**config.mk**
```make
export PLATFORM = sky130hd
export DESIGN_NAME = pc_redirect_ctrl
export DESIGN_NICKNAME = d
export VERILOG_FILES = /design/src/rtl/pc_redirect_pkg.sv /design/src/rtl/pc_redirect_ctrl_ras_stack.sv /design/src/rtl/pc_redirect_ctrl.sv
export SDC_FILE = /design/constraint.sdc
export NUM_CORES = 1
export LEC_CHECK = 0
export CORE_UTILIZATION = 37
export CTS_CLUSTER_SIZE = 14
export DETAILED_ROUTE_END_ITERATION = 10
export MAX_ROUTING_LAYER = met4
export SLEW_MARGIN = 20
export SYNTH_ARGS = -nofsm -noshare
export SYNTH_HDL_FRONTEND = slang
export SYNTH_SLANG_ARGS = --single-unit
```
**constraint.sdc**
```tcl
create_clock -name clk_i -period 4.8 [get_ports clk_i]
set_input_delay 0.48 -clock clk_i [delete_from_list [all_inputs] [get_ports clk_i]]
set_output_delay 0.48 -clock clk_i [all_outputs]
set_load 0.05 [all_outputs]
```
**src/rtl/pc_redirect_pkg.sv**
```systemverilog
// Shared constants for the PC redirect controller: opcode map, flag bit positions
// and ras_err bit positions.
package pc_redirect_pkg;

  localparam int unsigned OpW = 5;

  localparam logic [OpW-1:0] OpJmp  = 5'h01;
  localparam logic [OpW-1:0] OpJz   = 5'h02;
  localparam logic [OpW-1:0] OpJnz  = 5'h03;
  localparam logic [OpW-1:0] OpJc   = 5'h04;
  localparam logic [OpW-1:0] OpJnc  = 5'h05;
  localparam logic [OpW-1:0] OpJv   = 5'h06;
  localparam logic [OpW-1:0] OpCall = 5'h07;
  localparam logic [OpW-1:0] OpRet  = 5'h08;
  localparam logic [OpW-1:0] OpReti = 5'h09;
  localparam logic [OpW-1:0] OpEi   = 5'h0A;
  localparam logic [OpW-1:0] OpDi   = 5'h0B;

  // flag_ex layout is {V,S,Z,C}
  localparam int unsigned FlagC = 0;
  localparam int unsigned FlagZ = 1;
  localparam int unsigned FlagS = 2;
  localparam int unsigned FlagV = 3;

  localparam int unsigned RasErrOvf = 0;
  localparam int unsigned RasErrUnf = 1;

endpackage

```
**src/rtl/pc_redirect_ctrl_ras_stack.sv**
```systemverilog
// Circular return-address stack. A push when full overwrites the oldest entry; a pop
// when empty yields address 0. Both cases raise a one-cycle error pulse.
module ras_stack #(
  parameter int unsigned ADDR_W    = 8,
  parameter int unsigned RAS_DEPTH = 4
) (
  input  logic                         clk_i,
  input  logic                         reset_i,
  input  logic                         push_i,
  input  logic                         pop_i,
  input  logic [ADDR_W-1:0]            push_data_i,
  output logic [ADDR_W-1:0]            pop_data_o,
  output logic [$clog2(RAS_DEPTH):0]   depth_o,
  output logic                         overflow_o,
  output logic                         underflow_o
);
  localparam int unsigned PtrW = $clog2(RAS_DEPTH);
  localparam logic [PtrW:0] Full = (PtrW + 1)'(RAS_DEPTH);

  logic [ADDR_W-1:0] mem_q [RAS_DEPTH];
  logic [PtrW-1:0]   sp_q, sp_d, top_idx;
  logic [PtrW:0]     depth_q, depth_d;

  // sp_q is the next free slot; when full it points at the oldest entry
  assign top_idx     = sp_q - 1'b1;
  assign pop_data_o  = (depth_q == '0) ? '0 : mem_q[top_idx];
  assign depth_o     = depth_q;
  assign overflow_o  = push_i && (depth_q == Full);
  assign underflow_o = pop_i && (depth_q == '0);

  always_comb begin
    sp_d    = sp_q;
    depth_d = depth_q;
    if (push_i) begin
      sp_d = sp_q + 1'b1;
      if (depth_q != Full) depth_d = depth_q + 1'b1;
    end else if (pop_i && (depth_q != '0)) begin
      sp_d    = top_idx;
      depth_d = depth_q - 1'b1;
    end
  end

  always_ff @(posedge clk_i) begin
    if (reset_i) begin
      sp_q    <= '0;
      depth_q <= '0;
    end else begin
      sp_q    <= sp_d;
      depth_q <= depth_d;
    end
  end

  always_ff @(posedge clk_i) begin
    if (push_i && !reset_i) mem_q[sp_q] <= push_data_i;
  end

endmodule

```
**src/rtl/pc_redirect_ctrl.sv**
```systemverilog
// Jump-control stage: opcode decode, branch conditions, vectored maskable interrupts,
// return-address stack and post-redirect shadow, driving a registered PC redirect.
module pc_redirect_ctrl
  import pc_redirect_pkg::*;
#(
  parameter int unsigned ADDR_W     = 8,
  parameter int unsigned INS_W      = 24,
  parameter int unsigned NUM_IRQ    = 4,
  parameter int unsigned RAS_DEPTH  = 4,
  parameter int unsigned VEC_BASE   = 32'hF0,
  parameter int unsigned VEC_STRIDE = 2,
  parameter int unsigned SHADOW     = 1
) (
  input  logic               clk_i,
  input  logic               reset_i,
  input  logic [INS_W-1:0]   ins_i,
  input  logic [ADDR_W-1:0]  current_address_i,
  input  logic [3:0]         flag_ex_i,
  input  logic [NUM_IRQ-1:0] irq_i,
  input  logic [NUM_IRQ-1:0] irq_mask_i,
  output logic [ADDR_W-1:0]  jmp_loc_o,
  output logic               pc_mux_sel_o,
  output logic [NUM_IRQ-1:0] irq_ack_o,
  output logic               ie_o,
  output logic [1:0]         ras_err_o
);
  localparam int unsigned IdxW = 3;

  logic [OpW-1:0]             opcode;
  logic [ADDR_W-1:0]          ins_target, target, vec_addr, push_data, pop_data;
  logic [NUM_IRQ-1:0]         rise, pend_eff, cand, ack_oh;
  logic [IdxW-1:0]            irq_idx;
  logic                       free, take, redirect, push, pop, ras_ovf, ras_unf;
  logic [$clog2(RAS_DEPTH):0] ras_depth;
  logic                       unused_sig;

  logic [ADDR_W-1:0]  jmp_loc_q, jmp_loc_d;
  logic               pc_mux_sel_q, pc_mux_sel_d;
  logic [NUM_IRQ-1:0] irq_ack_q, irq_ack_d, pend_q, pend_d, irq_prev_q;
  logic               ie_q, ie_d;
  logic [1:0]         ras_err_q, ras_err_d, shadow_q, shadow_d;

  assign opcode     = ins_i[INS_W-1 -: OpW];
  assign ins_target = ins_i[ADDR_W-1:0];
  assign unused_sig = ^{ins_i, flag_ex_i, ras_depth};

  ras_stack #(
    .ADDR_W    (ADDR_W),
    .RAS_DEPTH (RAS_DEPTH)
  ) u_ras (
    .clk_i       (clk_i),
    .reset_i     (reset_i),
    .push_i      (push),
    .pop_i       (pop),
    .push_data_i (push_data),
    .pop_data_o  (pop_data),
    .depth_o     (ras_depth),
    .overflow_o  (ras_ovf),
    .underflow_o (ras_unf)
  );

  always_comb begin
    rise     = irq_i & ~irq_prev_q;
    pend_eff = pend_q | rise;
    cand     = pend_eff & irq_mask_i;
    free     = (shadow_q == 2'd0);
    irq_idx  = '0;
    for (int i = int'(NUM_IRQ) - 1; i >= 0; i--) begin
      if (cand[i]) irq_idx = IdxW'(i);
    end
    take     = free && ie_q && (|cand);
    ack_oh   = take ? (NUM_IRQ'(1) << irq_idx) : '0;
    vec_addr = ADDR_W'(VEC_BASE + VEC_STRIDE * 32'(irq_idx));

    redirect  = 1'b0;
    target    = ins_target;
    push      = 1'b0;
    pop       = 1'b0;
    push_data = current_address_i + 1'b1;
    ie_d      = ie_q;
    // An interrupt squashes the decode instruction, so it is re-executed on return
    if (take) begin
      push      = 1'b1;
      push_data = current_address_i;
      target    = vec_addr;
      redirect  = 1'b1;
      ie_d      = 1'b0;
    end else if (free) begin
      case (opcode)
        OpJmp:  redirect = 1'b1;
        OpJz:   redirect = flag_ex_i[FlagZ];
        OpJnz:  redirect = !flag_ex_i[FlagZ];
        OpJc:   redirect = flag_ex_i[FlagC];
        OpJnc:  redirect = !flag_ex_i[FlagC];
        OpJv:   redirect = flag_ex_i[FlagV];
        OpCall: begin
          push     = 1'b1;
          redirect = 1'b1;
        end
        OpRet: begin
          pop      = 1'b1;
          target   = pop_data;
          redirect = 1'b1;
        end
        OpReti: begin
          pop      = 1'b1;
          target   = pop_data;
          redirect = 1'b1;
          ie_d     = 1'b1;
        end
        OpEi:   ie_d = 1'b1;
        OpDi:   ie_d = 1'b0;
        default: ;
      endcase
    end

    jmp_loc_d    = redirect ? target : jmp_loc_q;
    pc_mux_sel_d = redirect;
    irq_ack_d    = ack_oh;
    pend_d       = pend_eff & ~ack_oh;
    shadow_d     = redirect ? 2'(SHADOW) : (free ? 2'd0 : shadow_q - 2'd1);
    ras_err_d    = ras_err_q;
    ras_err_d[RasErrOvf] = ras_err_q[RasErrOvf] | ras_ovf;
    ras_err_d[RasErrUnf] = ras_err_q[RasErrUnf] | ras_unf;
  end

  always_ff @(posedge clk_i) begin
    if (reset_i) begin
      jmp_loc_q    <= '0;
      pc_mux_sel_q <= 1'b0;
      irq_ack_q    <= '0;
      ie_q         <= 1'b0;
      ras_err_q    <= '0;
      pend_q       <= '0;
      shadow_q     <= 2'd0;
      irq_prev_q   <= irq_i;
    end else begin
      jmp_loc_q    <= jmp_loc_d;
      pc_mux_sel_q <= pc_mux_sel_d;
      irq_ack_q    <= irq_ack_d;
      ie_q         <= ie_d;
      ras_err_q    <= ras_err_d;
      pend_q       <= pend_d;
      shadow_q     <= shadow_d;
      irq_prev_q   <= irq_i;
    end
  end

  assign jmp_loc_o    = jmp_loc_q;
  assign pc_mux_sel_o = pc_mux_sel_q;
  assign irq_ack_o    = irq_ack_q;
  assign ie_o         = ie_q;
  assign ras_err_o    = ras_err_q;

endmodule

```
==> results of run 1 <==
sequential cells by signal (all words and copies together), names as in the netlist:
name and flops:
ras_err_o 2, irq_ack_o 4, u_ras.mem_q 32, irq_prev_q 4
shadow_q 2, u_ras.depth_o 3, u_ras.sp_q 2, pend_q 4
pc_mux_sel_o 1, jmp_loc_o 8, ie_o 1
synth_stat cells, drive strengths merged, types with 2 or more instances:
cell type  instances
a211oi             5
a21oi             10
a22oi              9
a31oi              3
and3               8
buf                6
clkbuf             3
dfxtp             31
edfxtp            32
ha                 7
inv               11
mux2               2
mux4               8
nand2             16
nand3              8
nand4              2
nor2              20
nor2b              6
nor3              10
nor3b              2
o21ai             11
o22ai              2
xnor2              6
kinds of logic after synthesis:
logic type / Yosys count / share of synthesized area, %
AND/OR/NAND/NOR: 81 / 16.7
multiplexers: 10 / 7.18
XOR/XNOR: 7 / 2.09
adder cells (fa/ha/maj): 8 / 3.67
buffers and inverters: 20 / 3.25
flip-flops: 63 / 54.0
AO/OA/AOI/OAI: 47 / 13.1
power groups by stage:
| stage | clock [mW] | sequential [mW] | combinational, mW |
|---|---|---|---|
| 2_1_floorplan | 0 | 0.644 | 0.103 |
| 3_3_place_gp | 0 | 0.614 | 0.201 |
| 3_5_place_dp | 0 | 0.614 | 0.204 |
| 4_1_cts | 0.414 | 0.602 | 0.205 |
| 5_1_grt | 0.436 | 0.605 | 0.220 |
| 6_report | 0.402 | 0.602 | 0.202 |
routing by layer:
layer  up-vias  GRT usage, %
met3        10          2.85
met1       905          19.4
met4         0          8.73
met2        45          23.0
li1        981             -
met5         -             -
final timing paths:
| check | from | end | slack, ns | depth (start not counted) |
|---|---|---|---|---|
| worst max register to register | u_ras.sp_q[0] | jmp_loc_o[5] | 2.25 | 7 |
| worst min register to register | ras_err_o[0] | ras_err_o[0] | 0.49 | 2 |
| worst min-delay path | ras_err_o[0] | ras_err_o[0] | 0.49 | 2 |
| worst max-delay path | irq_i[2] | u_ras.depth_o[2] | 2.10 | 10 |
worst min-delay path, delay by kind of cell, from the launching register on:
| family | cells | cell delay (ns) |
|---|---|---|
| AOI/OAI and AO/OA | 1 | 0.04 |
| and+or+nand+nor | 1 | 0.08 |
| DFF | 1 | 0.33 |
final cells by class:
cell class | instances | share of cell area [%]
Clock inverter | 7 | 1.36
Timing Repair Buffer | 49 | 13.4
Tap cell | 102 | 3.48
Clock buffer | 9 | 3.38
Multi-Input combinational cell | 153 | 34.2
Sequential cell | 63 | 43.1
Inverter | 11 | 1.13
per-stage QoR:
step | util [%] | power [mW] | worst slack [ns] | instances | instance area [sq um]
after global routing | 47.7 | 1.26 | 1.91 | 394 | 3670
final | 47.7 | 1.21 | 2.10 | 394 | 3670
after global placement | 45.4 | 0.815 | 1.76 | 378 | 3490
after floorplan | - | 0.746 | 2.35 | 236 | 2930
after CTS | 47.7 | 1.22 | 2.09 | 394 | 3670
after detailed placement | 45.4 | 0.818 | 1.73 | 378 | 3490
==> out/metrics.cfg, run 1 <==
[route]
num_vias=1941
routed-wl-met2_um=2700
avgRoutedWirePerCell_um=14.5
drc=0
antenna_left=0
route.top_layer_used=met4
route.met3.wl_um=258
drtPass1Iterations=4
wl_um=5700
m1WireLength_um=2610
dr.first_iter.drc_count=97
viasPerCell=4.93

[sta]
worst_pin_slew_ns=0.837
fin_crit_ns=2.70
clock.fmax_ghz=0.371
fin_crit_sh_pct=56.2
rsz0062_at_grt=false
hold_viol=0
slew_headroom_pct=44.0
fin_skew_ns=0.00812
setup_violations=0
fin_tns_setup_ns=0
slew_violations=0
fin_hold_ws_ns=0.487

[clock_tree]
clock_latency_ns=0.34
clockBufferDepth=2
cts_inserted_buffers=9
cts_sinks=63
ctsResizeCount=0
cts_tree=yes
path_clk_slew_ns=0.07
cts_setup_buffers=0
h-tree-depth=3
postCtsHoldBufs=0
clockRootBuffer=clkbuf_8

[floorplan]
dieArea_sq_um=8280
die_h_um=91.0
die_x_um=91.0
rows=32
start_util_pct=38.1
io_pins=62
coreArea_sq_um=7690

[cells_and_area]
multi_input_area_sq_um=1250
mostFrequentLayoutCells=clkdlybuf4s50_1, edfxtp_1, dfxtp_1
mostFrequentLayoutCell=clkdlybuf4s50_1
diodes=0
fillers=716
drive_gt1_share_pct=17.5
regArea_sq_um=1580
fin_nets=341
area_delta_synth_final_pct=25.2

[grt]
grt_pass1_wl_um=9270
first_global_vias=1837
antenna_found_initial=0
overflow=0
grt_max_degree=23
grt_usage_pct=15.3

[placed_design]
placement.io_buffers=49
dp_hpwl_um=4040
gp_congestion=0.766

[power]
internal_power_mw=0.863
p_sw_mw=0.344
pwr-share-comb_pct=16.8
leakagePower_nw=1.26
clkPwrFrac_pct=33.3
switching_share_pct=28.5
ir_drop_mv=0.125
power_density_nw_per_um2=329
seqPwrFrac_pct=49.9

[logic_synthesis]
synth-main-ff-cell=edfxtp_1
yosysWarningCount=0
synth_area_sq_um=2930
synth_top_area_share_pct=32.8
yosysSeqAreaShare_pct=54.0
ys_top_cells_by_area=edfxtp_1, dfxtp_1, mux4_2
synth-edff-count=32
synth_cell_type_count=52
ys_async_sr_fraction_pct=0
synth_fp_nets=290
syn_inst=236
yosysTopAreaCell=edfxtp_1
yosys_register_bits=63
syn_area_per_cell_sq_um=12.4

[worst_setup_path]
arrival_ns=2.93
required_ns=5.03
critical-path-top-delay-family=compound AO/OA/AOI/OAI gates
slowest_stage=clkdlybuf4s50_1
start_kind=input port
critPathMaxStageDelay_ns=0.42
critPathMaxFanout=12
worst-path-buf-inv=2
crit_chain=clkdlybuf4s50_1 -> nor2b_4 -> o21ai_2 -> a41oi_4 -> nor2_4 -> inv_2 -> fa_1 -> nor2_1 -> a22oi_2 -> mux2_4
criticalPathCategory=in2reg
endpoint_kind=flip-flop

[status]
run_status=completed

[worst_hold_path]
hp-class=reg2reg

[job]
cap_violations=0

No activity file was read; power rests on OpenSTA's default activity.
==> inputs of run 2 (changes only) <==
Clock period 4.8 ns to 2.49 ns, I/O delays scaled along.
==> run 2 against run 1 <==
Net effect: register-to-register slack got worse by 1.9 ns; combinational power up 110%; largest power group unchanged; cell count grew 5.1%; total power increased by 120%.
==> out/metrics.cfg, run 2 (same netlist as run 1, synthesis figures left out) <==
[worst_setup_path]
critPathMaxFanout=4  ; was 12
rrSetupSlack_ns=0.35  ; was 2.25 ns
r2r_cells=10  ; was 7
required_ns=2.72  ; was 5.03 ns
start_kind=flip-flop  ; was input port
endpoint_kind=flip-flop  ; unchanged
criticalPathCategory=reg2reg  ; was in2reg
r2r-end=u_ras.depth_o[2]  ; was jmp_loc_o[5]
reg2reg_from=shadow_q[0]  ; was u_ras.sp_q[0]
arrival_ns=2.36  ; was 2.93 ns

[cells_and_area]
multi_input_area_sq_um=1250  ; unchanged
mostFrequentLayoutCell=clkdlybuf4s50_1  ; unchanged
diodes=0  ; unchanged
mostFrequentLayoutCells=clkdlybuf4s50_1, edfxtp_1, dfxtp_1  ; unchanged
regArea_sq_um=1580  ; unchanged
drive_gt1_share_pct=21.8  ; was 17.5%
fin_nets=361  ; was 341
max_flop_register=u_ras.mem_q  ; unchanged
largest_reg_flops=32  ; unchanged
fillers=717  ; was 716
stdcell_area_sq_um=3920  ; was 3670 sq um
area_delta_synth_final_pct=33.8  ; was 25.2%

[grt]
met3_usage_pct=5.28  ; was 2.85%
grt_usage_pct=16.6  ; was 15.3%
antenna_found_initial=0  ; unchanged
top_usage_layer=met2  ; unchanged
grt_use_met2_pct=26.6  ; was 23.0%
overflow=0  ; unchanged
grt_pass1_wl_um=10000  ; was 9270 um
gr-usage-met1_pct=19.7  ; was 19.4%
first_global_vias=1997  ; was 1837
grt_max_degree=22  ; was 23

[sta]
fin_skew_ns=0.00411  ; was 0.00812 ns
fin_tns_setup_ns=0  ; unchanged
fin_hold_ws_ns=0.378  ; was 0.487 ns
fin_crit_ns=2.14
fin_crit_sh_pct=85.9
slew_headroom_pct=64.8  ; was 44.0%
hold_viol=0  ; unchanged
worst_pin_slew_ns=0.527  ; was 0.837 ns
setup_violations=0  ; unchanged
clock.fmax_ghz=0.468
rsz0062_at_grt=false  ; unchanged
slew_violations=0  ; unchanged

[placed_design]
placement.io_buffers=49  ; unchanged
gp_congestion=0.760  ; was 0.766
dp_hpwl_um=4340  ; was 4040 um
post_dp_cell_area_sq_um=3680  ; was 3490 sq um

[worst_hold_path]
holdPathStages=1  ; was 2
min_to=irq_prev_q[3]  ; was ras_err_o[0]
hold_path.startpoint=irq_i[3]  ; was ras_err_o[0]
hp-class=in2reg  ; was reg2reg

[power]
power_density_nw_per_um2=675  ; was 329 nW/um^2
ir_drop_mv=0.307  ; was 0.125 mV
power_mw=2.65  ; was 1.21 mW
leakagePower_nw=1.40  ; was 1.26 nW

[clock_tree]
cts_inserted_buffers=9  ; unchanged
ctsResizeCount=0  ; unchanged
cts_sinks=63  ; unchanged
path_clk_slew_ns=0.07  ; about the same
h-tree-depth=3  ; unchanged
postCtsHoldBufs=0  ; unchanged
clockRootBuffer=clkbuf_8  ; unchanged
clock_latency_ns=0.33  ; was 0.34 ns
cts_setup_buffers=0  ; unchanged
clockBufferDepth=2  ; unchanged
cts_tree=yes  ; unchanged

[floorplan]
start_util_pct=38.1  ; unchanged
die_x_um=91.0  ; unchanged
coreArea_sq_um=7690  ; unchanged
io_pins=62  ; unchanged
die_h_um=91.0  ; unchanged
rows=32  ; unchanged
dieArea_sq_um=8280  ; unchanged

[route]
num_vias=2041  ; was 1941
wl_um=5980  ; was 5700 um
viasPerCell=4.93  ; about the same
dr.first_iter.drc_count=81  ; was 97
drc=0  ; unchanged
avgRoutedWirePerCell_um=14.4  ; was 14.5 um
antenna_left=0  ; unchanged
drtPass1Iterations=4  ; unchanged

[job]
cap_violations=0  ; unchanged

[status]
run_status=completed  ; unchanged

-- run 2: where the power goes --
group	total [mW]	switching, mW	internal, mW	leakage, nW
logic	0.420	0.231	0.189	0.744
registers	1.16	0.0224	1.13	0.542
clock network	1.07	0.379	0.690	0.118
-- run 2: worst max-delay path, stage by stage (launching register included) --
cell,delay (ns)
dfxtp_1,0.30
inv_1,0.07
ha_1,0.28
nand2b_1,0.16
nor4_2,0.35
nor2_4,0.06
inv_2,0.07
fa_1,0.20
nor2_1,0.06
a22oi_2,0.19
mux2_4,0.31
-- run 2: layer usage --
metal / routed length (um) / part of all wire (%) / vias up
li1: - / - / 1022
met1: 2740 / 46 / 962
met2: 2890 / 48 / 49
met3: 258 / 4.3 / 8
met4: 88 / 1.5 / 0
met5: 0 / 0 / -
-- run 2: cell type report --
class	instances	share of cell area [%]
clock buffers	12	3.70
inverters	11	1.05
flip-flops and latches	63	40.3
clock inverters	4	2.39
well taps	102	3.26
repair buffers	69	17.3
multi-input cells	153	32.0
-- run 2: worst max-delay path by stage --
stage                startpoint  slack (ns)          endpoint
floorplan                  ie_o        0.15  u_ras.depth_o[2]
global placement       irq_i[3]        0.09  u_ras.depth_o[2]
detailed placement     irq_i[1]        0.08  u_ras.depth_o[2]
CTS                 shadow_q[0]        0.33  u_ras.depth_o[2]
global route        shadow_q[0]        0.18  u_ras.depth_o[2]
finish              shadow_q[0]        0.35  u_ras.depth_o[2]
-- run 2: per-stage QoR --
step	util, %	worst slack, ns	instances
6_report	51.0	0.352	414
5_1_grt	51.0	0.181	414
3_3_place_gp	47.9	0.0867	398
4_1_cts	51.0	0.335	414
2_1_floorplan	-	0.145	236
3_5_place_dp	47.9	0.0755	398
